`src/rtl/clk_monitor.sv`:
```
// Measures period and high time of a slow asynchronous clock or strobe in in_clk cycles,
// and tracks lock/loss of that signal with a small state machine.
module clk_monitor #(
    parameter int CNT_W   = 16,
    parameter int TIMEOUT = 1000
) (
    input  logic             in_clk,
    input  logic             rst_n,
    input  logic             slow_clk,
    output logic             rise_pulse,
    output logic             fall_pulse,
    output logic [CNT_W-1:0] period,
    output logic [CNT_W-1:0] high_time,
    output logic             period_valid,
    output logic             locked,
    output logic             lost,
    output logic [1:0]       o_dbg_state
);

    localparam int IDLE_W = $clog2(TIMEOUT + 1);
    localparam logic [CNT_W-1:0]  CNT_MAX  = '1;
    localparam logic [IDLE_W-1:0] IDLE_MAX = IDLE_W'(TIMEOUT);

    typedef enum logic [1:0] {
        S_IDLE   = 2'd0,
        S_ARMED  = 2'd1,
        S_LOCKED = 2'd2,
        S_LOST   = 2'd3
    } state_t;

    logic              r_s1, r_s2, r_s3;
    logic [CNT_W-1:0]  r_pcnt, r_hcnt, r_hlatch;
    logic              r_fall_seen;
    logic [IDLE_W-1:0] r_idle;
    state_t            r_state;

    logic              w_rise, w_fall, w_timeout, w_update;
    logic [IDLE_W-1:0] w_idle_next;
    state_t            w_state_next;

    assign w_rise = r_s2 & ~r_s3;
    assign w_fall = ~r_s2 & r_s3;

    // Synchronizer plus history flop; pulses are registered copies of the edge terms.
    always_ff @(posedge in_clk or negedge rst_n) begin
        if (!rst_n) begin
            r_s1       <= 1'b0;
            r_s2       <= 1'b0;
            r_s3       <= 1'b0;
            rise_pulse <= 1'b0;
            fall_pulse <= 1'b0;
        end else begin
            r_s1       <= slow_clk;
            r_s2       <= r_s1;
            r_s3       <= r_s2;
            rise_pulse <= w_rise;
            fall_pulse <= w_fall;
        end
    end

    always_ff @(posedge in_clk or negedge rst_n) begin
        if (!rst_n) begin
            r_pcnt      <= '0;
            r_hcnt      <= '0;
            r_hlatch    <= '0;
            r_fall_seen <= 1'b0;
        end else if (w_rise) begin
            r_pcnt      <= CNT_W'(1);
            r_hcnt      <= CNT_W'(1);
            r_fall_seen <= 1'b0;
        end else begin
            if (r_pcnt != CNT_MAX) r_pcnt <= r_pcnt + CNT_W'(1);
            if (r_s2 && r_hcnt != CNT_MAX) r_hcnt <= r_hcnt + CNT_W'(1);
            if (w_fall) begin
                r_hlatch    <= r_hcnt;
                r_fall_seen <= 1'b1;
            end
        end
    end

    // Loss is declared on the cycle the idle count arrives at TIMEOUT, not one later.
    assign w_idle_next = (w_rise || w_fall) ? '0 :
                         (r_idle == IDLE_MAX) ? r_idle : r_idle + IDLE_W'(1);
    assign w_timeout   = (w_idle_next == IDLE_MAX);

    always_ff @(posedge in_clk or negedge rst_n) begin
        if (!rst_n) r_idle <= '0;
        else        r_idle <= w_idle_next;
    end

    always_comb begin
        w_state_next = r_state;
        w_update     = 1'b0;
        case (r_state)
            S_IDLE:   if (w_rise) w_state_next = S_ARMED;
            S_ARMED,
            S_LOCKED: begin
                if (w_rise) begin
                    w_state_next = S_LOCKED;
                    w_update     = 1'b1;
                end else if (w_timeout) begin
                    w_state_next = S_LOST;
                end
            end
            S_LOST:   if (w_rise) w_state_next = S_ARMED;
            default:  w_state_next = S_IDLE;
        endcase
    end

    always_ff @(posedge in_clk or negedge rst_n) begin
        if (!rst_n) begin
            r_state      <= S_IDLE;
            period       <= '0;
            high_time    <= '0;
            period_valid <= 1'b0;
        end else begin
            r_state      <= w_state_next;
            period_valid <= w_update;
            if (w_update) begin
                period    <= r_pcnt;
                high_time <= r_fall_seen ? r_hlatch : r_pcnt;
            end
        end
    end

    assign locked      = (r_state == S_LOCKED);
    assign lost        = (r_state == S_LOST);
    assign o_dbg_state = r_state;

endmodule

```
`config.mk`:
```
export PLATFORM = sky130hd
export DESIGN_NAME = clk_monitor
export DESIGN_NICKNAME = d
export VERILOG_FILES = /design/src/rtl/clk_monitor.sv
export SDC_FILE = /design/constraint.sdc
export NUM_CORES = 1
export LEC_CHECK = 0
export BUFFER_PORTS_ARGS = -buffer_cell sky130_fd_sc_hd__buf_4
export CELL_PAD_IN_SITES_DETAIL_PLACEMENT = 1
export CELL_PAD_IN_SITES_GLOBAL_PLACEMENT = 1
export CORE_MARGIN = 5
export CORE_UTILIZATION = 35
export CTS_CLUSTER_DIAMETER = 100
export DETAILED_ROUTE_END_ITERATION = 6
export GPL_TIMING_DRIVEN = 0
export PLACE_DENSITY_LB_ADDON = 0.1
export RECOVER_POWER = 25
export SETUP_SLACK_MARGIN = 0.5
export SYNTH_ARGS = -nofsm -noshare
export SYNTH_HDL_FRONTEND = slang
export SYNTH_SLANG_ARGS = --single-unit
```
`constraint.sdc`:
```
create_clock -name in_clk -period 2.55 [get_ports in_clk]
set_input_delay 0.51 -clock in_clk [delete_from_list [all_inputs] [get_ports in_clk]]
set_output_delay 0.51 -clock in_clk [all_outputs]
set_load 0.01 [all_outputs]
```
**Word-level counts from Yosys, hierarchy flattened**

Cells that the tools add are included.

- Flip-flop bits (word level): 99
- Input bits: 3
- Output and inout bits: 39
- Word-level logic and storage cells: 56

- Add/subtract/negate cells: 3
- Equality and inequality tests: 9
- Multiplexer cells: 15
- Bitwise operators: 5
- Reduce and logical (&&, ||, !) cells: 10

Operators with widths:

| cell | number |
|---|---|
| $mux 16 | 5 |
| $add 16x1->16 const B | 2 |
| $ne 16x16->1 const B | 2 |
| $eq 10x10->1 const B | 2 |
| $mux 10 | 2 |
| $add 10x1->10 const B | 1 |
| $mux 2 | 3 |
| $reduce_bool 2->1 | 3 |
| $eq 2x2->1 const B | 2 |
| $mux 1 | 4 |
| $pmux 2 s2 | 1 |
| $reduce_and 2->1 | 2 |
| $reduce_or 2->1 | 2 |
| $ne 3x3->1 const B | 1 |
| $not 1->1 | 3 |
| $and 1x1->1 | 2 |
| $eq 2x1->1 const B | 1 |
| $logic_not 2->1 | 1 |
| $ne 2x1->1 const B | 1 |
| $logic_and 1x1->1 | 1 |
| $logic_or 1x1->1 | 1 |

**Logic depth before layout (Yosys ltp)**

- Depth after elaboration: 8
- Depth in mapped cells: 9
- Mapped depth without buffers: 8

**Least setup slack after synthesis**

Ideal clock, no wire load.

- Kind: reg2reg
- From: register r_s2
- To: register r_state[0] (netlist: o_dbg_state[0])
- Library setup time: 78 ps
- Arrival: 1,726 ps
- Required time: 2,472 ps
- Setup slack: 746 ps
- Stages on the path, launching flop included: 9
- Buffers on the path: 0
- Period minus slack after synthesis: 1,804 ps
- Cells stage by stage: dfrtp_1 -> inv_1 -> ha_1 -> nand2_1 -> or3_1 -> a2bb2oi_1 -> a22oi_1 -> o211ai_1 -> a21oi_1

- Cells in the longest elaborated chain, start to end: 7
- Elaborated cells between the ends (all ways): 11
- Those cells by class: eq/ne (3); mux (3); bitwise (3); reduce/logical (2)

Ends and longest elaborated chain:

| what | line | source |
|---|---|---|
| start: declaration | 31 | `logic r_s1, r_s2, r_s3;` |
| start signal: assignment | 54 | `r_s2 <= r_s1;` |
| $not 1->1 | 42 | `assign w_fall = ~r_s2 & r_s3;` |
| $and 1x1->1 | 42 |  |
| $logic_or 1x1->1 | 82 | `assign w_idle_next = (w_rise \|\| w_fall) ? '0 :` |
| $mux 10 | 82 |  |
| $eq 10x10->1 | 84 | `assign w_timeout = (w_idle_next == IDLE_MAX);` |
| $ne 3x3->1 (no line) | -- |  |
| $reduce_and 2->1 (no line) | -- |  |
| end signal: assignment | 117 | `r_state <= w_state_next;` |
| end: declaration | 35 | `state_t r_state;` |

Parallel ways exist; a longest one is shown, timed or not.
A chain may end at the register's enable or synchronous reset.

**Worst setup path in the final report**

Same ends and word-level chain as after synthesis.

==> summary.txt <==
Place
  • GP Congestion: 0.752
  • I/O Buffers: 41
  • DP Wirelength: 7770 um

Final layout
  • Layout cells sized above 1: 21.2%
  • Antenna Cells: 0
  • Layout area overhead: 20.7%
  • Final Net Count: 502
  • Register area: 0.00248 mm^2
  • Fill cell count: 1420
  • Multi-input gate area: 0.00198 mm^2

Global routing
  • Largest net degree at the start of global routing: 100
  • Total Routing Usage GR: 15.5%
  • Total global routing overflow: 0
  • First-pass GRT wire length: 18100 um
  • Vias in the first global route: 3427
  • Initial antenna violation count: 0

STA
  • TNS Setup: 0 ns
  • Part of the cycle the worst path needs: 80.0%
  • Worst Max-Slew Pin Slew: 0.673 ns
  • RSZ-0062 raised after global routing: true
  • Max Freq: 0.490 GHz
  • Clock skew: 0.00641 ns
  • Final setup vio count: 0
  • Max-slew violation count: 0
  • Hold Vio Cnt, Final: 0
  • Slew headroom: 55.2%
  • Tmin final: 2.04 ns

Routing
  • Wire per inst: 16.2 um
  • Routed vias/inst: 4.90
  • Via count: 3267
  • Remaining DRCs: 0
  • 1st-iter DRT viols: 139
  • First-pass DRT Iterations: 4
  • Post-Route WL: 10800 um
  • Antenna Violating Nets Remaining: 0

Yosys
  • Yosys reg bits: 99
  • Primary FF master, synth: dfrtp_1
  • Synth Area in Simple Gates: 21.4%
  • Cells after Synth: 433
  • Multiplexer share of the synthesized area: 7.97%
  • Post-Synth Adder-Cell Area: 2.21%
  • Syn Area/Cell: 10.4 um^2
  • Fraction of registers with async set/reset: 100%
  • Compound-Gate Fraction of Synth Area: 6.42%
  • Mapped Nets: 444
  • YS warnings: 0
  • Post-synthesis xor/xnor area fraction: 5.04%
  • Netlist cell types: 51
  • Post-synth EDFFs: 0
  • Largest family of logic cells by synthesized area: simple AND/OR/NAND/NOR gates
  • Post-Syn Area: 0.00452 mm^2
  • Seq/Total Area, Yosys: 54.8%

Worst setup path
  • Crit path kind: reg2reg
  • Crit path DAT: 2.31 ns
  • Crit-path max FO: 7
  • CP required: 2.82 ns
  • Critical path endpoint category: register
  • Critical Path Start Type: register

Clock tree
  • Root Driver: clkbuf_16
  • CTS tree: yes
  • CTS max path bufs: 2
  • Clk Latency, worst-skew pair: 0.35 ns
  • Hold Buf Count CTS: 0
  • Reg clk slew, reported paths: 0.07 ns
  • Total CTS buffers: 9
  • Clk sinks: 99
  • H-tree depth: 3

Floorplanning
  • I/O pin cnt: 42
  • Die Wd: 124 um
  • Die Y: 124 um
  • Die area: 0.0153 mm^2
  • Cell row count: 41
  • Initial core utilization: 35.8%
  • Total core area: 0.0126 mm^2

Min path
  • HP Class: in2async

Power
  • Leak pwr: 0.00257 uW
  • Max VDD drop: 0.292 mV
  • PwrDens: 726 mW/mm^2
  • Total power: 3960 uW

Status
  • Status: finished, final reports clean

Flow run
  • Total of max-cap violations: 0
## flip-flops by register name (all words and copies together), names as in the netlist
signal        count
period           16
r_s1              1
r_idle           10
r_hlatch         16
period_valid      1
r_s3              1
r_hcnt           16
r_fall_seen       1
r_s2              1
fall_pulse        1
rise_pulse        1
high_time        16
r_pcnt           16
o_dbg_state       2
## kinds of logic after synthesis
group	count (synthesis)
fa+ha+maj	8
compound gates	47
xor+xnor	26
simple gates	193
buf+inv	26
flops	99
mux	34
## metrics by stage
| stage | hold slack (ns) | instances | area (um^2) | worst slack, ns | util (%) |
|---|---|---|---|---|---|
| detailed placement | 0.336 | 646 | 5040 | 0.292 | 40.0 |
| global placement | 0.333 | 646 | 5040 | 0.324 | 40.0 |
| CTS | 0.247 | 662 | 5380 | 0.504 | 42.6 |
| global route | 0.0691 | 667 | 5460 | 0.337 | 43.2 |
| finish | 0.0518 | 667 | 5460 | 0.511 | 43.2 |
| floorplan | 0.214 | 433 | 4520 | 0.746 | - |
## cell usage after synthesis (all sizes together), types with 6 or more instances
library cell	instances	area, um^2
a21oi	9	48.8
and4	6	56.3
clkbuf	14	52.6
dfrtp	99	2480
ha	8	100
inv	8	30.0
mux2	16	180
mux2i	18	180
nand2	77	289
nand2b	6	37.5
nand3	19	95.1
nand4	12	90.1
nor2	31	116
nor2b	7	43.8
nor3	11	66.3
o21ai	23	115
xnor2	7	61.3
xor2	19	166
## critical path, stage by stage (launching register included)
cell and delay, ns:
dfrtp_2 0.38, inv_1 0.05, ha_1 0.43, nand2_1 0.11, or3_1 0.31, a2bb2oi_1 0.14
a22oi_1 0.21, o211ai_1 0.16, a21oi_1 0.16
## report_power, final
part / internal (uW) / switching, uW / total [uW] / leakage, uW
registers: 1730 / 151 / 1880 / 0.00133
logic: 310 / 399 / 709 / 0.00110
clock network: 783 / 592 / 1370 / 0.000142
## placed cells by master (no fill, tap or decap), types with 2 or more instances in the layout
cell / synthesis / final
nor3b_1: 5 / 5
dfrtp_2: 0 / 5
mux2i_1: 18 / 18
xnor2_1: 7 / 7
nand3_1: 19 / 19
a31oi_1: 2 / 2
clkbuf_2: 0 / 4
clkbuf_1: 14 / 11
clkinv_2: 0 / 2
clkbuf_16: 0 / 9
and2_1: 5 / 5
nor3_1: 10 / 10
dfrtp_1: 99 / 94
o21ai_0: 23 / 23
inv_1: 8 / 7
ha_1: 8 / 7
buf_1: 2 / 2
nand2b_1: 6 / 6
nand4_1: 11 / 11
a21oi_1: 8 / 8
and3_2: 2 / 2
xor2_1: 19 / 19
nor2b_1: 7 / 7
and4_1: 4 / 4
and3_1: 3 / 3
buf_4: 0 / 44
or3_2: 2 / 2
or3_1: 2 / 2
nand2_1: 77 / 76
nor2_1: 31 / 29
mux2_2: 16 / 16
## area by class of cell
| class | instances | area share [%] |
|---|---|---|
| Sequential cell | 99 | 45.5 |
| Multi-Input combinational cell | 308 | 36.3 |
| Timing Repair Buffer | 47 | 6.90 |
| Clock buffer | 11 | 4.45 |
| Tap cell | 172 | 3.94 |
| Buffer | 17 | 1.28 |
| Clock inverter | 4 | 0.940 |
| Inverter | 9 | 0.642 |
## final timing paths
check	from	end	slack (ns)	depth (start not counted)
setup / recovery	r_s2$_DFF_PN0_	o_dbg_state[0]$_DFFE_PN0P_	0.51	8
hold / removal	rst_n	r_idle[3]$_DFF_PN0_	0.05	1
setup reg to reg	r_s2$_DFF_PN0_	o_dbg_state[0]$_DFFE_PN0P_	0.51	8
hold reg to reg	r_s1$_DFF_PN0_	r_s2$_DFF_PN0_	0.35	0
max in group asynchronous	rst_n	r_hcnt[3]$_DFFE_PN0P_	1.87	2
min in group in_clk	slow_clk	r_s1$_DFF_PN0_	0.29	1
## what timing repair did
action | in CTS | in global routing
setup buffers | 1 | 4
gates resized for setup | 9 | 14
pin swaps | 3 | 3
setup endpoints to repair | 36 | 45
## metal layers
metal  track usage [%]  vias up  wire [um]
li1                  -     1611          -
met1              21.6     1609       5280
met2              24.0       36       5070
met3              2.36       11        277
met4              6.92        0        176
met5                 0        -          0
No activity file was read; power rests on OpenSTA's default activity.
